## config.mk

```make
export PLATFORM = sky130hd
export DESIGN_NAME = mcpu_int_ctrl
export DESIGN_NICKNAME = d
export VERILOG_FILES = /design/src/rtl/mcpu_int_ctrl.sv
export SDC_FILE = /design/constraint.sdc
export NUM_CORES = 1
export LEC_CHECK = 0
export CAP_MARGIN = 5
export CORE_MARGIN = 8
export CORE_UTILIZATION = 41
export CTS_BUF_LIST = sky130_fd_sc_hd__clkbuf_2 sky130_fd_sc_hd__clkbuf_4 sky130_fd_sc_hd__clkbuf_8
export DETAILED_ROUTE_END_ITERATION = 12
export GPL_TIMING_DRIVEN = 1
export PLACE_DENSITY = 0.79
export SLEW_MARGIN = 20
export SYNTH_ARGS = -nofsm -noshare
export SYNTH_HDL_FRONTEND = slang
export SYNTH_SLANG_ARGS = --single-unit
```

## constraint.sdc

```tcl
create_clock -name clk -period 1.29 [get_ports clk]
set_input_delay 0.1935 -clock clk [delete_from_list [all_inputs] [get_ports clk]]
set_output_delay 0.1935 -clock clk [all_outputs]
set_load 0.01 [all_outputs]
```

## src/rtl/mcpu_int_ctrl.sv

```systemverilog
// Fixed-priority interrupt controller for the multi-cycle CPU: per-source mask and
// edge/level mode, latched vector, and a request / ack / end-of-interrupt handshake.
//
// Handshake: int_req rises with a latched int_vec and holds until the CPU pulses
// int_ack (request accepted, busy follows) or the source stops being eligible (retract).
// busy holds until int_eoi; int_ack outside a request and int_eoi outside service are ignored.
module mcpu_int_ctrl #(
    parameter int N_SRC = 8,
    parameter int VEC_W = 3
) (
    input  logic             clk,
    input  logic             reset,
    input  logic [N_SRC-1:0] irq_in,
    input  logic             cfg_we,
    input  logic [1:0]       cfg_addr,
    input  logic [31:0]      cfg_wdata,
    output logic [31:0]      cfg_rdata,
    output logic             int_req,
    output logic [VEC_W-1:0] int_vec,
    input  logic             int_ack,
    input  logic             int_eoi,
    output logic             busy
);

    localparam logic [1:0] ST_IDLE    = 2'd0;
    localparam logic [1:0] ST_REQ     = 2'd1;
    localparam logic [1:0] ST_SERVICE = 2'd2;

    logic [1:0]       state;
    logic [N_SRC-1:0] mask_r;
    logic [N_SRC-1:0] mode_r;
    logic [N_SRC-1:0] pend_r;
    logic [N_SRC-1:0] irq_d;

    logic [N_SRC-1:0] elig;
    logic [N_SRC-1:0] rise;
    logic [N_SRC-1:0] w1c;
    logic [N_SRC-1:0] ack_clr;
    logic [N_SRC-1:0] vec_hot;
    logic [N_SRC-1:0] pend_nxt;
    logic [VEC_W-1:0] win_idx;
    logic             any_elig;
    logic             cur_elig;
    logic             ack_ok;
    logic [31:0]      stat;
    logic             unused_wdata;

    assign elig     = pend_r & ~mask_r;
    assign any_elig = |elig;
    assign cur_elig = |(elig & vec_hot);
    assign ack_ok   = (state == ST_REQ) && int_ack;
    assign rise     = irq_in & ~irq_d;
    assign w1c      = (cfg_we && cfg_addr == 2'd2) ? cfg_wdata[N_SRC-1:0] : '0;
    assign ack_clr  = ack_ok ? vec_hot : '0;

    // Edge bits: a new rising edge wins over any clear arriving in the same cycle.
    // Level bits track irq_in so that the stored value equals irq_d after the edge.
    assign pend_nxt = (mode_r & (rise | (pend_r & ~w1c & ~ack_clr))) | (~mode_r & irq_in);

    assign unused_wdata = ^cfg_wdata;

    always_comb begin
        vec_hot = '0;
        win_idx = '0;
        for (int i = 0; i < N_SRC; i++) begin
            vec_hot[i] = (int_vec == VEC_W'(i));
        end
        for (int i = N_SRC - 1; i >= 0; i--) begin
            if (elig[i]) begin
                win_idx = VEC_W'(i);
            end
        end
    end

    always_comb begin
        stat             = '0;
        stat[31]         = busy;
        stat[VEC_W-1:0]  = int_vec;
    end

    always_ff @(posedge clk) begin
        if (!reset) begin
            mask_r <= '1;
            mode_r <= '0;
            pend_r <= '0;
            irq_d  <= '0;
        end else begin
            pend_r <= pend_nxt;
            irq_d  <= irq_in;
            if (cfg_we && cfg_addr == 2'd0) begin
                mask_r <= cfg_wdata[N_SRC-1:0];
            end
            if (cfg_we && cfg_addr == 2'd1) begin
                mode_r <= cfg_wdata[N_SRC-1:0];
            end
        end
    end

    always_ff @(posedge clk) begin
        if (!reset) begin
            cfg_rdata <= '0;
        end else begin
            case (cfg_addr)
                2'd0:    cfg_rdata <= 32'(mask_r);
                2'd1:    cfg_rdata <= 32'(mode_r);
                2'd2:    cfg_rdata <= 32'(pend_r);
                default: cfg_rdata <= stat;
            endcase
        end
    end

    always_ff @(posedge clk) begin
        if (!reset) begin
            state   <= ST_IDLE;
            int_req <= 1'b0;
            int_vec <= '0;
            busy    <= 1'b0;
        end else begin
            case (state)
                ST_IDLE: begin
                    if (any_elig) begin
                        int_vec <= win_idx;
                        int_req <= 1'b1;
                        state   <= ST_REQ;
                    end
                end
                ST_REQ: begin
                    // Acceptance is checked first so an ack beats a same-cycle retraction.
                    if (int_ack) begin
                        int_req <= 1'b0;
                        busy    <= 1'b1;
                        state   <= ST_SERVICE;
                    end else if (!cur_elig) begin
                        int_req <= 1'b0;
                        state   <= ST_IDLE;
                    end
                end
                ST_SERVICE: begin
                    if (int_eoi) begin
                        busy  <= 1'b0;
                        state <= ST_IDLE;
                    end
                end
                default: begin
                    int_req <= 1'b0;
                    busy    <= 1'b0;
                    state   <= ST_IDLE;
                end
            endcase
        end
    end

endmodule

```

==> flow_summary.rst <==
.. list-table::
   :header-rows: 1

   * - Metric
     - Value
   * - Setup tns final
     - -0.3463 ns
   * - Site Rows
     - 27
   * - Wire length of the first global-routing pass
     - 10470 um
   * - Max_cap viols
     - 0
   * - Post-synthesis sequential area ratio
     - 0.4220
   * - Worst setup path class
     - reg -> reg
   * - Fraction of layout cells with a size suffix above 1
     - 0.2604
   * - Mux contribution to synthesized area
     - 0.05165
   * - Launching instance or port of the critical path
     - int_vec[2]$_SDFFE_PN0P_
   * - Syn Std Cell Area
     - 2277 um2
   * - Arrival time reported for the critical path endpoint
     - about 1.6 ns
   * - CTS clock-pin slew for the worst setup and hold paths
     - approximately 0.080 ns
   * - Critical path destination
     - int_req$_SDFFE_PN0P_
   * - Number of fillers in the final layout
     - 465
   * - Clock tree from TritonCTS
     - built
   * - Share of flip-flops with an asynchronous set or reset after synthesis
     - 0
   * - Violations in the final reports
     - negative setup slack
   * - Yosys warning total
     - 0
   * - Endpoint of the lowest-slack register-to-register path
     - int_req$_SDFFE_PN0P_
   * - Pre-CTS worst setup slack
     - -0.3354 ns
   * - Netlist cell types
     - 44
   * - Die area
     - ~8200 um2
   * - Crit-path max FO
     - 8
   * - Peak Freq
     - ~690 MHz
   * - # port buffers
     - 36
   * - Combinational family with the most area after synthesis
     - simple AND/OR/NAND/NOR gates
   * - Maximum ir drop on the vdd rail
     - 500.7 uV
   * - Commonest non-fill, non-tap cells in the layout
     - nand2_1 (38), dfxtp_1 (38), buf_4 (32)
   * - Worst Slack Setup Final
     - -0.1566 ns
   * - Master of the slowest instance on the critical path
     - dfxtp_4
   * - Number of clock buffers inserted by TritonCTS
     - 5
   * - Ratio of routed vias to standard cells
     - 5.368
   * - Average wire per standard cell
     - 16.61 um
   * - 1st-pass router iterations
     - 4
   * - Vias in the first global route
     - 2197
   * - Detailed-route DRC error count
     - 0
   * - Number of register bits inferred by synthesis
     - 48
   * - Post-layout util
     - 0.5926
   * - Die boundary width
     - 90.53 um
   * - Buffer type at the clock tree root
     - clkbuf_8
   * - Count of buffer and inverter cells on the critical path
     - 1
   * - Post-Route WL
     - about 7000 um
   * - TritonCTS sink count
     - between 40 and 50
   * - Number of cells on the critical path
     - 6
   * - Area fraction in compound gates after synthesis
     - 0.1445
   * - Crit Reg-Reg Startpoint
     - int_vec[2]$_SDFFE_PN0P_
   * - Setup repair after global routing missed its margin
     - true
   * - Count of flip-flops with a built-in enable after synthesis
     - 0
   * - H-Tree Depth
     - 2
   * - Final critical-path share of the clock period
     - 1.121
   * - Critical path's largest stage delay
     - 0.37 ns
   * - Final setup fails
     - 3
   * - Number of primary I/O pins
     - 84
   * - Overall fraction of global-route tracks in use
     - 0.1543
   * - Static leakage
     - 1.456 nW
   * - Hold path cells
     - 2
   * - CP Data Required Time
     - 1.49 ns
   * - Final antenna-violating net count
     - 0
   * - Crit path max-delay family
     - compound AO/OA/AOI/OAI gates
   * - Core footprint
     - 5439 um2
   * - Time the final worst path needs with I/O delays and setup
     - roughly 1.4 ns
   * - Maximum number of pins on one net before global-route repair
     - 20
   * - Die boundary height
     - about 91 um
   * - Average size of a mapped cell
     - 8.529 um2
   * - Vias post-DR
     - 2201
   * - Critical Path End Type
     - flop
   * - Outcome
     - complete, but fails checks
   * - Initial core utilization
     - 0.4187
   * - Clock Path Buffers
     - 2
   * - Antenna violations before repair
     - 0
   * - Layout-stage area growth over the synthesis result
     - 41.54%
   * - Startpoint types
     - flop
   * - Ant diodes
     - 0
   * - Worst hold path type
     - in -> reg
   * - DRC violation total after the first TritonRoute iteration
     - 185
   * - Register area
     - 985.9 um2
   * - Area share of xor/xnor cells in the synthesized design
     - 0
   * - Total count of hold-check failures in the final report
     - 0
   * - Combined area of the multi-input logic cells
     - 1324 um2
   * - Number of cells on the worst reg-to-reg path
     - 6
   * - Synthesized instance count
     - 267
   * - Synth Area in Simple Gates
     - 0.2665
   * - Grt total ovfl
     - 0
   * - Critical path cell sequence
     - buf_12 -> nor2b_4 -> a2111oi_4 -> o22ai_2 -> nand3_2 -> o32ai_2
   * - Power per unit of standard cell area
     - 1005 nW/um2
   * - Number of nets in the layout
     - around 380
   * - Global placement routability congestion
     - approximately 0.93
   * - Dominant register cell in the synthesized netlist
     - dfxtp_1
   * - Worst-case register-to-register setup slack
     - -0.16 ns
   * - Hold buffer count at cts
     - 0
   * - Sum of net half-perimeters after detailed placement
     - 4584 um
   * - Clock latency on the worst-skew pair
     - 0.31 ns
   * - Worst clock skew on the final layout
     - 0.004580 ns
   * - Final-report max-slew violation count
     - 0
   * - Post-Synth Adder-Cell Area
     - 0
[state kept, by name (all words and copies together), names as in the netlist]
register	flops
pend_r	8
int_vec	3
irq_d	8
int_req	1
cfg_rdata	9
mode_r	8
mask_r	8
busy	1
state	2
[routing by layer]
layer  vias up  part of all wire  global-route usage
li1       1031                 -                   -
met1      1057              0.39              0.1760
met2        97              0.51              0.2619
met3        16             0.072             0.04239
met4         0             0.024             0.06796
met5         -                 0                   0
[Yosys cell counts, drive strengths merged (2+ instances only)]
| cell | n | area, um2 |
|---|---|---|
| nor2b | 3 | 18.77 |
| inv | 5 | 18.77 |
| a21oi | 20 | 100.1 |
| nand2 | 38 | 142.6 |
| and4b | 2 | 20.02 |
| nor4b | 3 | 26.28 |
| mux2i | 5 | 50.05 |
| buf | 29 | 214.0 |
| a21o | 6 | 45.04 |
| a22o | 2 | 17.52 |
| and2 | 11 | 68.82 |
| a221oi | 7 | 61.31 |
| clkbuf | 6 | 22.52 |
| o21ai | 3 | 15.01 |
| nand2b | 7 | 43.79 |
| dfxtp | 48 | 960.9 |
| mux4 | 3 | 67.56 |
| nand3 | 27 | 140.1 |
| nor2 | 21 | 78.83 |
[worst min path at each step]
stage	endpoint	slack, ns	startpoint
6_report	irq_d[7]$_SDFF_PN0_	0.46	irq_in[7]
5_1_grt	irq_d[3]$_SDFF_PN0_	0.47	irq_in[3]
4_1_cts	irq_d[3]$_SDFF_PN0_	0.46	irq_in[3]
3_5_place_dp	pend_r[5]$_SDFF_PN0_	0.46	irq_d[5]$_SDFF_PN0_
3_3_place_gp	pend_r[3]$_SDFF_PN0_	0.45	irq_d[3]$_SDFF_PN0_
2_1_floorplan	mask_r[0]$_SDFFE_PN1P_	0.32	cfg_wdata[0]
[cells by family (layout without fill, tap and decap cells)]
group                  after synthesis  count (layout)
and+or+nand+nor                    120             120
buffers and inverters               41              90
AOI/OAI and AO/OA                   49              49
other                                1              23
DFF                                 48              48
muxes                                8               8
[worst reg2reg max path, stage by stage, from the launching register on]
cell	delay, ns
dfxtp_4	0.37
buf_12	0.14
nor2b_4	0.14
a2111oi_4	0.35
o22ai_2	0.15
nand3_2	0.11
o32ai_2	0.08
[power breakdown]
part | internal, W | switching (W) | total, W
Combinational | 0.000325 | 0.000307 | 0.000632
Sequential | 0.00156 | 0.0000806 | 0.00164
Clock | 0.000480 | 0.000485 | 0.000965
[layout make-up]
cell class                 count  area share
clock buffer                   8     0.03028
multi-input combinational    200      0.4107
timing repair buffer          76      0.2182
tap                           72     0.02795
inverter                       6    0.006988
sequential                    48      0.3059
[metrics by stage]
step | instances | power [W] | cell area, um2 | hold WS (ns)
after floorplan | 289 | 0.001986 | 2379 | 0.3175
after global placement | 399 | 0.002214 | 2893 | 0.4520
after detailed placement | 399 | 0.002230 | 2893 | 0.4577
after CTS | 408 | 0.003178 | 3039 | 0.4642
after global routing | 410 | 0.003383 | 3223 | 0.4704
final | 410 | 0.003240 | 3223 | 0.4638
[timing repair]
action                                  CTS  global route
pin swaps                                 5            13
endpoints found under the setup margin   25            21
buffers inserted                          1             2
gates resized for setup                  25            37
Power figures use the tool's default switching activity.
